## src/rtl/ptr_wrap.sv

```systemverilog
// Modulo-DEPTH address pointer with increment enable and synchronous clear.
// Wraps from DEPTH-1 to 0, so non-power-of-two depths are handled.
module ptr_wrap #(
  parameter int ADDRWIDTH = 4,
  parameter int DEPTH     = 16
) (
  input  logic                 clk,
  input  logic                 rstn,
  input  logic                 clr,
  input  logic                 inc,
  output logic [ADDRWIDTH-1:0] ptr
);

  localparam logic [ADDRWIDTH-1:0] LAST = ADDRWIDTH'(DEPTH - 1);

  logic [ADDRWIDTH-1:0] r_ptr;

  always_ff @(posedge clk) begin
    if (!rstn || clr) begin
      r_ptr <= '0;
    end else if (inc) begin
      r_ptr <= (r_ptr == LAST) ? '0 : r_ptr + 1'b1;
    end
  end

  assign ptr = r_ptr;

endmodule

```

## src/rtl/dpram_fifo_ctl.sv

```systemverilog
// FIFO controller around an external simple dual-port RAM (A = write, B = read,
// 1-cycle read latency). Holds only the pointers, the RAM word count and out_valid.
module dpram_fifo_ctl #(
  parameter int ADDRWIDTH = 4,
  parameter int DATAWIDTH = 8,
  parameter int DEPTH     = 16,
  parameter int AFULL     = 12
) (
  input  logic                 clk,
  input  logic                 rstn,
  input  logic                 flush,
  input  logic                 in_valid,
  output logic                 in_ready,
  input  logic [DATAWIDTH-1:0] in_data,
  output logic                 out_valid,
  input  logic                 out_ready,
  output logic [DATAWIDTH-1:0] out_data,
  output logic [ADDRWIDTH:0]   level,
  output logic                 afull,
  output logic                 ena,
  output logic                 wea,
  output logic [ADDRWIDTH-1:0] addra,
  output logic [DATAWIDTH-1:0] dina,
  output logic                 enb,
  output logic [ADDRWIDTH-1:0] addrb,
  input  logic [DATAWIDTH-1:0] doutb
);

  localparam logic [ADDRWIDTH:0] DEPTH_L = (ADDRWIDTH+1)'(DEPTH);
  localparam logic [ADDRWIDTH:0] AFULL_L = (ADDRWIDTH+1)'(AFULL);

  logic [ADDRWIDTH:0]   r_ram_cnt;
  logic                 r_out_valid;
  logic [ADDRWIDTH-1:0] w_wr_ptr;
  logic [ADDRWIDTH-1:0] w_rd_ptr;
  logic                 w_wr_acc;
  logic                 w_rd_iss;
  logic                 w_clr;

  assign w_clr    = flush;
  assign in_ready = rstn && !flush && (r_ram_cnt < DEPTH_L);
  assign w_wr_acc = in_valid && in_ready;
  // Issuing a read only when ram_cnt > 0 keeps port B off the address port A writes this cycle.
  assign w_rd_iss = rstn && !flush && (r_ram_cnt != '0) && (!r_out_valid || out_ready);

  ptr_wrap #(.ADDRWIDTH(ADDRWIDTH), .DEPTH(DEPTH)) u_wr_ptr (
    .clk  (clk),
    .rstn (rstn),
    .clr  (w_clr),
    .inc  (w_wr_acc),
    .ptr  (w_wr_ptr)
  );

  ptr_wrap #(.ADDRWIDTH(ADDRWIDTH), .DEPTH(DEPTH)) u_rd_ptr (
    .clk  (clk),
    .rstn (rstn),
    .clr  (w_clr),
    .inc  (w_rd_iss),
    .ptr  (w_rd_ptr)
  );

  always_ff @(posedge clk) begin
    if (!rstn || flush) begin
      r_ram_cnt <= '0;
    end else begin
      case ({w_wr_acc, w_rd_iss})
        2'b10:   r_ram_cnt <= r_ram_cnt + 1'b1;
        2'b01:   r_ram_cnt <= r_ram_cnt - 1'b1;
        default: r_ram_cnt <= r_ram_cnt;
      endcase
    end
  end

  // The word on doutb belongs to the last issue; it stays put while enb is low.
  always_ff @(posedge clk) begin
    if (!rstn || flush) begin
      r_out_valid <= 1'b0;
    end else if (w_rd_iss) begin
      r_out_valid <= 1'b1;
    end else if (out_ready) begin
      r_out_valid <= 1'b0;
    end
  end

  assign out_valid = r_out_valid;
  assign out_data  = doutb;

  assign ena   = w_wr_acc;
  assign wea   = w_wr_acc;
  assign addra = w_wr_ptr;
  assign dina  = in_data;
  assign enb   = w_rd_iss;
  assign addrb = w_rd_ptr;

  assign level = rstn ? (r_ram_cnt + {{ADDRWIDTH{1'b0}}, r_out_valid}) : '0;
  assign afull = rstn && (level >= AFULL_L);

endmodule

```

## config.mk

```make
export PLATFORM = sky130hd
export DESIGN_NAME = dpram_fifo_ctl
export DESIGN_NICKNAME = d
export VERILOG_FILES = /design/src/rtl/ptr_wrap.sv /design/src/rtl/dpram_fifo_ctl.sv
export SDC_FILE = /design/constraint.sdc
export NUM_CORES = 1
export LEC_CHECK = 0
export ABC_CLOCK_PERIOD_IN_PS = 3350
export CAP_MARGIN = 20
export CORE_MARGIN = 5
export CORE_UTILIZATION = 39
export CTS_BUF_LIST = sky130_fd_sc_hd__clkbuf_2
export DETAILED_ROUTE_END_ITERATION = 12
export PLACE_DENSITY = 0.87
export SLEW_MARGIN = 0
export SYNTH_ARGS = -nofsm -noshare
export SYNTH_HDL_FRONTEND = slang
export SYNTH_SLANG_ARGS = --single-unit
```

## constraint.sdc

```tcl
create_clock -name clk -period 3.35 [get_ports clk]
set_clock_uncertainty 0.1 [all_clocks]
set_input_delay 0.8375 -clock clk [delete_from_list [all_inputs] [get_ports clk]]
set_output_delay 0.8375 -clock clk [all_outputs]
set_load 0.03 [all_outputs]
```

==> qor.yml <==
fin_area_um2: 1160
timing.final.hold_violations: 0
post_synth_most_frequent_cells: "buf_4 (17), dfxtp_1 (14), nor2_1 (11), nand2_1 (9)"
synth.area.mux_share: 0.0316
total_inserted_antenna_cells: 0
cp_num_buf_inv: 2
grt_setup_unrepaired: "no"
max_freq_ghz: 0.310
synth_seq_area_share: 0.283
synth.top_cell.area_share: 0.283
max-cap-violations: 0
path_depth: 3
utilization_after_layout: 0.475
top_level_ports: 56
grt_util_met2: 0.227
groute.layer.met1.usage: 0.155
syn-mean-instance-area_um2: 8.76
cpPeakStageDelay_ns: 0.70
worst-setup-path-type: "in -> out"
tritoncts.num_buffers: 3
setup_viol_count_final: 0
drt.antenna.violating_nets: 0
die_h_um: 60.4
worstRegToRegCells: 9
worst_margin_slew_ns: 0.336
setup.worst_path.end: "level[4]"
net_switching_component_of_the_power_mw: 0.0798
port_buf_inserts: 23
grt.met3_usage: 0.0191
main_combinational_cell_family_by_area_after_synthesis: "simple AND/OR/NAND/NOR gates"
synth_nets: 143
leakage_nw: 0.527
worst_hold_path_type: "reg -> reg"
slowest_stage: "clkdlybuf4s50_1"
hold_slack_ns: 0.436
gp_congestion: 0.770
yosys.area_share.simple: 0.219
critical_path.reg2reg.startpoint: "r_ram_cnt[1]"
synth.area.top_cells: "dfxtp_1 (28%), buf_4 (13%), ha_1 (10%)"
worst-path-max-fanout: 7
start_util: 0.403
cell_type_with_the_highest_occurrence_count_on_the_critical_path: "clkdlybuf4s50_1"
path_delay_family: "buffers and inverters"
placement_rows: 18
synthMostInstantiatedCell: "buf_4"
ys.flop_type: "dfxtp_1"
clock_tree.htree_level_count: 1
synth-warning-count: 0
layout-drive-gt1-share: 0.152
power.share.clock: 0.294
synth_enable_flop_cells: 0
clk_path_buf_depth: 2
p_seq_frac: 0.584
grt_overflow_total: 0
grt_pass1_vias: 824
grt_start_max_net_pins: 13
power.density_nw_per_um2: 249
comb_power_share: 0.122
drt-wirelength-per-cell_um: 14.2
core-area_um2: 2450
drc_errors: 0
synth-seq-cells: 14
maxSlewViolCount: 0
drt_first_pass_iters: 4
worst_ir_drop_vdd_v: 0.000178
mean_number_of_vias_per_cell: 5.43
crit_start_category: "input pin"
layout_min_cycle_time_ns: 3.23
tritoncts: "yes"
cp.required_ns: 2.41
crit_path_arrival_time_ns: 2.29
worst_setup_path_startpoint: "rstn"
die_x_um: 60.4
switching_fraction: 0.275
dr_total_vias: 842
groute.usage.overall: 0.133
reg2reg_setup_slack_ns: 0.52
hold_path_startpoint: "u_wr_ptr.ptr[3]"
clk_root_buffer_cell: "clkbuf_2"
outcome: "finished clean"
dpl.hpwl_um: 1720
synth_compound_gate_area_share: 0.143
min_period_over_period: 0.964
clkSlewWorstSetupHoldPaths_ns: 0.14
die_area_um2: 3650
grt-busiest-layer: "met2"
layout-area-overhead-vs-synth_pct: 17.7
crit_path_cell_trace: "clkdlybuf4s50_1, nor2b_1, clkdlybuf4s50_1"
synthCells: 113
nets: 156
cts.hold.buffers_added: 0
p_int_mw: 0.210
critical_path.reg2reg.endpoint: "r_ram_cnt[4]"
netlist_area_pre_place_um2: 990
slew-limit-headroom: 0.776
clk_latency_ns: 0.28
wire_length_of_the_first_global_routing_pass_um: 3680
post_route_total_power_mw: 0.290
synth-adder-area-share: 0.121
total_clock_sinks: 14
antenna_violations_before_repair: 0
yosys.cell_types.count: 34
drt-total-wl_um: 2200
drt_iter0_drc: 31
post-synth-top-area-cell: "dfxtp_1"
setup_total_negative_slack_ns: 0
critPathCaptureType: "output pin"
synth_async_sr_flop_share: 0
area_of_placed_instances_um2: 1140
synthXorXnorAreaFrac: 0.0619
[through the flow]
stage,std cells,worst slack (ns)
CTS,155,0.0425
global placement,151,0.0670
finish,155,0.120
floorplan,113,0.134
detailed placement,151,-0.0165
global route,155,0.0241
[cell usage in the layout (no fill, tap or decap), types with 2 or more instances in the layout]
| master | n |
|---|---|
| ha_1 | 8 |
| and2_1 | 5 |
| dfxtp_1 | 13 |
| clkdlybuf4s50_1 | 18 |
| xnor2_1 | 2 |
| buf_4 | 8 |
| nor2_1 | 11 |
| nand3_1 | 7 |
| nand2_1 | 9 |
| a21oi_1 | 8 |
| nand2b_1 | 2 |
| clkbuf_2 | 3 |
| mux2i_1 | 2 |
| xor2_1 | 5 |
[state kept, by name (all words and copies together) (netlist names)]
name / flops
r_ram_cnt: 5
u_rd_ptr.ptr: 4
u_wr_ptr.ptr: 4
out_valid: 1
[routing by layer]
layer / vias up / routed length, um
li1: 406 / -
met1: 394 / 848
met2: 32 / 1100
met3: 10 / 190
met4: 0 / 61
met5: - / 0
[what timing repair did]
action,4_1_cts,5_1_grt
resized for setup,0,2
buffers inserted,0,0
setup endpoints to repair,0,2
[power by group through the flow]
| stage | registers [mW] | clock network, mW | logic, mW |
|---|---|---|---|
| global placement | 0.173 | 0 | 0.0350 |
| finish | 0.170 | 0.0852 | 0.0355 |
| detailed placement | 0.173 | 0 | 0.0355 |
| CTS | 0.169 | 0.0878 | 0.0358 |
| global route | 0.170 | 0.0996 | 0.0384 |
| floorplan | 0.174 | 0 | 0.0546 |
[cells by family (layout without fill, tap and decap cells)]
logic type      count (synthesis)  count (layout)
mux                             3               3
compound gates                 19              19
fa+ha+maj                       9               9
buf+inv                        20              32
flops                          14              14
xor+xnor                        7               7
simple gates                   41              41
[worst reg2reg max path: stages (launching register included)]
cell     delay [ns]
dfxtp_1        0.42
or4_4          0.57
o21ai_4        0.15
nor2_1         0.07
ha_1           0.26
ha_1           0.37
a21oi_1        0.10
and4b_1        0.21
a21oi_1        0.14
mux2_2         0.35
[layout make-up]
cell class | count | area (um^2)
clock buffers | 3 | 15.0
clock inverters | 1 | 3.75
fillers | 241 | 1290
inverters | 1 | 3.75
multi-input cells | 79 | 571
flip-flops and latches | 14 | 282
well taps | 30 | 37.5
repair buffers | 27 | 253
[worst min-delay path by stage]
stage / endpoint / cells past startpoint
after floorplan: r_ram_cnt[3] / 2
after global placement: u_wr_ptr.ptr[1] / 2
after detailed placement: u_wr_ptr.ptr[3] / 1
after CTS: u_wr_ptr.ptr[3] / 1
after global routing: u_wr_ptr.ptr[3] / 1
final: u_wr_ptr.ptr[3] / 1
Note: power is estimated with default switching activity, not from simulation.
